File: src/rtl/pipe_ctrl.sv
// Run-control and hazard controller for the 4-stage 8-bit pipeline: program
// loading, run/halt/step/drain sequencing and EX-stage operand forwarding.

module pipe_ctrl_fwd_sel (
  input  logic [2:0] i_src,
  input  logic       i_regwrite_ex,
  input  logic [2:0] i_wreg_ex,
  input  logic       i_regwrite_wb,
  input  logic [2:0] i_wreg_wb,
  output logic [1:0] o_sel
);
  // The instruction in EX is younger than the one in WB, so its result wins.
  always_comb begin
    o_sel = 2'b00;
    if (i_regwrite_ex && (i_wreg_ex == i_src))      o_sel = 2'b01;
    else if (i_regwrite_wb && (i_wreg_wb == i_src)) o_sel = 2'b10;
  end
endmodule

module pipe_ctrl #(
  parameter int          IMEM_AW    = 4,
  parameter logic [7:0]  HALT_INSTR = 8'hFF,
  parameter int          DRAIN_CYC  = 2
) (
  input  logic               clk,
  input  logic               reset,
  input  logic               start,
  input  logic               halt_req,
  input  logic               step,
  input  logic               ld_start,
  input  logic               ld_valid,
  input  logic [7:0]         ld_data,
  input  logic               ld_last,
  output logic               ld_ready,
  output logic               imem_we,
  output logic [IMEM_AW-1:0] imem_waddr,
  output logic [7:0]         imem_wdata,
  input  logic [7:0]         instr_id,
  input  logic               regwrite_ex,
  input  logic [2:0]         wreg_ex,
  input  logic               regwrite_wb,
  input  logic [2:0]         wreg_wb,
  output logic               pipe_en,
  output logic               flush,
  output logic               pc_rst,
  output logic [1:0]         fwd_a,
  output logic [1:0]         fwd_b,
  output logic [2:0]         state,
  output logic               halted,
  output logic               ld_ovf,
  output logic [15:0]        cycle_cnt
);
  localparam int NUM_OPS = 2;
  localparam int DW      = (DRAIN_CYC < 2) ? 1 : $clog2(DRAIN_CYC);

  typedef enum logic [2:0] {
    S_IDLE = 3'd0, S_LOAD = 3'd1, S_RUN = 3'd2,
    S_DRAIN = 3'd3, S_HALT = 3'd4, S_STEP = 3'd5
  } state_t;

  state_t                      r_state, w_next;
  logic [DW-1:0]               r_dcnt;
  logic [IMEM_AW-1:0]          r_addr, r_waddr;
  logic                        r_ovf, r_we, r_pc_rst;
  logic [7:0]                  r_wdata;
  logic [15:0]                 r_cnt;
  logic [NUM_OPS-1:0][1:0]     r_fwd, w_sel;
  logic [NUM_OPS-1:0][2:0]     w_src;
  logic                        w_accept, w_ld_begin, w_drain_begin, w_pipe_en, w_flush;

  assign w_pipe_en = (r_state == S_RUN) || (r_state == S_DRAIN) || (r_state == S_STEP);
  assign w_flush   = (r_state == S_DRAIN);
  assign w_accept  = (r_state == S_LOAD) && ld_valid;

  always_comb begin
    w_next        = r_state;
    w_ld_begin    = 1'b0;
    w_drain_begin = 1'b0;
    case (r_state)
      S_IDLE: begin
        if (ld_start)   begin w_next = S_LOAD; w_ld_begin = 1'b1; end
        else if (start) w_next = S_RUN;
      end
      S_LOAD:  if (w_accept && ld_last) w_next = S_IDLE;
      S_RUN: begin
        if (halt_req || (instr_id == HALT_INSTR)) begin
          w_next        = S_DRAIN;
          w_drain_begin = 1'b1;
        end
      end
      S_DRAIN: if (r_dcnt == '0) w_next = S_HALT;
      S_HALT: begin
        if (ld_start)   begin w_next = S_LOAD; w_ld_begin = 1'b1; end
        else if (start) w_next = S_RUN;
        else if (step)  w_next = S_STEP;
      end
      S_STEP:  w_next = S_HALT;
      default: w_next = S_IDLE;
    endcase
  end

  always_ff @(posedge clk) begin
    if (reset) r_state <= S_IDLE;
    else       r_state <= w_next;
  end

  genvar g;
  generate
    for (g = 0; g < NUM_OPS; g++) begin : g_fwd
      assign w_src[g] = instr_id[3*g +: 3];
      pipe_ctrl_fwd_sel u_sel (
        .i_src         (w_src[g]),
        .i_regwrite_ex (regwrite_ex),
        .i_wreg_ex     (wreg_ex),
        .i_regwrite_wb (regwrite_wb),
        .i_wreg_wb     (wreg_wb),
        .o_sel         (w_sel[g])
      );
    end
  endgenerate

  always_ff @(posedge clk) begin
    if (reset) begin
      r_dcnt   <= '0;
      r_addr   <= '0;
      r_waddr  <= '0;
      r_ovf    <= 1'b0;
      r_we     <= 1'b0;
      r_wdata  <= '0;
      r_pc_rst <= 1'b0;
      r_cnt    <= '0;
      r_fwd    <= '0;
    end else begin
      r_we     <= w_accept;
      r_pc_rst <= w_accept && ld_last;
      if (w_ld_begin) begin
        r_addr <= '0;
        r_ovf  <= 1'b0;
      end else if (w_accept) begin
        r_waddr <= r_addr;
        r_wdata <= ld_data;
        r_addr  <= r_addr + 1'b1;
        if (r_addr == '1) r_ovf <= 1'b1;
      end
      if (w_drain_begin)             r_dcnt <= DW'(DRAIN_CYC - 1);
      else if (w_flush && r_dcnt != '0) r_dcnt <= r_dcnt - 1'b1;
      if (r_pc_rst)                              r_cnt <= '0;
      else if (w_pipe_en && r_cnt != 16'hFFFF)   r_cnt <= r_cnt + 16'd1;
      // Loaded in step with ID/EX so selects line up with the operands in EX.
      if (w_pipe_en) r_fwd <= w_flush ? '0 : w_sel;
    end
  end

  assign state      = r_state;
  assign ld_ready   = (r_state == S_LOAD);
  assign halted     = (r_state == S_HALT);
  assign pipe_en    = w_pipe_en;
  assign flush      = w_flush;
  assign imem_we    = r_we;
  assign imem_waddr = r_waddr;
  assign imem_wdata = r_wdata;
  assign pc_rst     = r_pc_rst;
  assign ld_ovf     = r_ovf;
  assign cycle_cnt  = r_cnt;
  assign fwd_a      = r_fwd[0];
  assign fwd_b      = r_fwd[1];
endmodule
File: config.mk
export PLATFORM = sky130hd
export DESIGN_NAME = pipe_ctrl
export DESIGN_NICKNAME = d
export VERILOG_FILES = /design/src/rtl/pipe_ctrl.sv
export SDC_FILE = /design/constraint.sdc
export NUM_CORES = 1
export LEC_CHECK = 0
export BUFFER_PORTS_ARGS = -buffer_cell sky130_fd_sc_hd__buf_2
export CORE_MARGIN = 2
export CORE_UTILIZATION = 29
export CTS_CLUSTER_SIZE = 28
export DETAILED_ROUTE_END_ITERATION = 6
export GPL_ROUTABILITY_DRIVEN = 0
export PLACE_DENSITY = 0.61
export SYNTH_ARGS = -nofsm -noshare
export SYNTH_HDL_FRONTEND = slang
export SYNTH_SLANG_ARGS = --single-unit
File: constraint.sdc
create_clock -name clk -period 2.57 [get_ports clk]
set_input_delay 0.257 -clock clk [delete_from_list [all_inputs] [get_ports clk]]
set_output_delay 0.257 -clock clk [all_outputs]
set_load 0.1 [all_outputs]
==> metrics.yaml <==
setup_path:
  rrSetupSlack_ns: 0.72
  worstPathMaxFanout: 11
  r2r-end: "cycle_cnt[3]$_SDFFE_PP0P_"
  critical_path_class: "flop to output port"
  cp_slowest_stage_delay_ns: 0.55
  cp-end-kind: "output port"
  path_cells: "nor2b_4 > nor2_2 > inv_2 > buf_2"
  critPathLaunchType: "flop"
  crit_required_ns: 2.31
  reg2reg_depth: 4
  cp_slowest_cell: "dfxtp_1"
  crit_arrival_ns: 1.95
  rr_startpoint: "state[1]$_SDFFE_PP0P_"
outcome:
  status: "complete, no violations"
placement:
  place_hpwl_mm: 4.05
  dp_cells: 411
  portBuffers: 73
timing:
  fin_tns_setup_ns: 0
  max-slew-margin-rel: 0.448
  fin_skew_ns: 0.00529
  worst_slew_pin_slew_ns: 0.828
  post-route-period-util: 0.859
  setup_viol: 0
  rsz0062_at_grt: "no"
  max_freq_mhz: 453
  drv_slew: 0
  min_period_ns: 2.21
  hold_viol: 0
final_layout:
  layout-drive-gt1-share: 0.297
  diodes: 0
  fin_nets: 353
  final_cells: 419
  synthToLayoutAreaGrowth_pct: 25.3
  final_util: 0.375
hold_path:
  min_to: "pc_rst$_SDFF_PP0_"
  min-delay-start: "ld_last"
  hold_depth: 2
  hold_path_class: "primary input to flop"
clock_tree:
  cts-root-buf: "clkbuf_8"
  postCtsResizedCells: 0
  clkSinkCount: 43
  max-clock-path-buffers: 2
  htreeDepth: 2
  cts_setup_buffers: 0
  clk-insertion-delay-late_ns: 0.29
  clk_pin_slew_ns: 0.08
  cts_buffers: 5
  cts_tree: "built"
  cts_hold_buf: 0
pwr:
  p_per_area_mw_per_mm2: 541
  irDropWorstVdd_mv: 0.227
  p_leak_uw: 0.00114
  power.total_uw: 1470
floorplanning:
  core_mm2: 0.00725
  die-height_um: 90.6
  die_w_um: 90.6
  ios: 74
  dieArea_mm2: 0.00820
  start_util: 0.300
  std_cell_rows: 31
routing:
  viasPerCell: 4.93
  firstDrtPassIters: 5
  drc: 0
  wirelength_mm: 5.45
  vias: 2067
  drt_iter0_drc: 80
  wl_per_cell_um: 13.0
  antenna_left: 0
grt:
  overflow: 0
  grt_max_degree: 26
  grt_pass1_vias: 1954
  grt_usage: 0.132
  grt_pass1_wl_mm: 9.05
  grt_antenna_before_repair: 0
logic_synthesis:
  synth_edf_count: 0
  synth_seq_cells: 43
  avgSynthCellArea_um2: 8.69
  synth_top_flop_cell: "dfxtp_1"
  syn_nets: 284
  ys_seq_area_frac: 0.396
  async_reset_ff_frac: 0
  yosysWarnings: 0
  syn-cell-area_mm2: 0.00217
  synth.distinct_cells: 57
  syn-instance-count: 250
job:
  cap_violations: 0
==> stage by stage <==
stage | hold slack (ns) | instance area, µm² | setup WS (ns)
finish | 0.180 | 2720 | 0.363
global route | 0.177 | 2720 | 0.219
floorplan | 0.379 | 2190 | 0.0177
detailed placement | 0.445 | 2620 | 0.682
CTS | 0.176 | 2720 | 0.340
global placement | 0.440 | 2620 | 0.717
==> layout make-up <==
cell class | instances | area (µm²)
Clock buffer | 6 | 93.8
Clock inverter | 2 | 13.8
Fill cell | 763 | 4530
Inverter | 4 | 15.0
Multi-Input combinational cell | 191 | 1240
Sequential cell | 43 | 866
Tap cell | 99 | 124
Timing Repair Buffer | 74 | 373
==> cell families (layout without fill, tap and decap cells) <==
logic type | after synthesis | in the layout | synth area share
compound gates | 66 | 66 | 0.218
xor+xnor | 15 | 15 | 0.0605
fa+ha+maj | 2 | 2 | 0.0115
buf+inv | 16 | 86 | 0.0403
flops | 43 | 43 | 0.396
mux | 1 | 1 | 0.00461
simple gates | 107 | 107 | 0.269
==> cell usage after synthesis, types with 5 or more instances <==
cell type / count / area, µm²
or3_1: 5 / 31.3
dfxtp_1: 43 / 861
nand2_1: 40 / 150
o211ai_1: 5 / 37.5
xnor2_1: 13 / 114
nand3_1: 7 / 35.0
nor2_1: 14 / 52.6
nand4_1: 10 / 62.6
a21oi_1: 27 / 135
==> worst max-delay path by stage <==
stage,from,slack [ns],depth (start not counted),endpoint
after floorplan,state[1]$_SDFFE_PP0P_,0.02,6,imem_waddr[0]$_SDFFE_PP0P_
after global placement,state[1]$_SDFFE_PP0P_,0.72,4,pipe_en
after detailed placement,state[1]$_SDFFE_PP0P_,0.68,4,pipe_en
after CTS,state[1]$_SDFFE_PP0P_,0.34,4,pipe_en
after global routing,state[1]$_SDFFE_PP0P_,0.22,4,pipe_en
final,state[1]$_SDFFE_PP0P_,0.36,4,pipe_en
==> metal layers <==
metal  wire length (µm)  track usage
met5                  0            0
met1               2720        0.178
met2               2460        0.211
met3                220       0.0275
met4                 54       0.0423
==> critical path: cells and delay by family (launching register included) <==
family	cells	cell delay, ns
DFF	1	0.55
and+or+nand+nor	2	0.55
buffers and inverters	2	0.55
==> report_power, final <==
part | switching (µW) | internal (µW)
registers | 17.7 | 681
logic | 210 | 72.1
clock network | 240 | 250
total | 468 | 1000
==> layout by cell type (no fill, tap or decap), drive strengths merged, types with 3 or more instances in the layout <==
cell type,instances
a211oi,4
a21oi,27
and2,4
and3,3
buf,74
clkbuf,6
dfxtp,43
inv,4
nand2,40
nand3,7
nand4,11
nor2,15
nor3,4
o2111ai,3
o211ai,5
o21ai,3
o31ai,3
or3,5
or4,5
xnor2,13
==> flip-flops by register name (all words and copies together) (netlist names) <==
signal      flops
cycle_cnt      16
imem_wdata      8
imem_waddr      4
r_addr          4
state           3
fwd_a           2
fwd_b           2
imem_we         1
ld_ovf          1
pc_rst          1
r_dcnt          1
(Power assumes the default switching activity.)
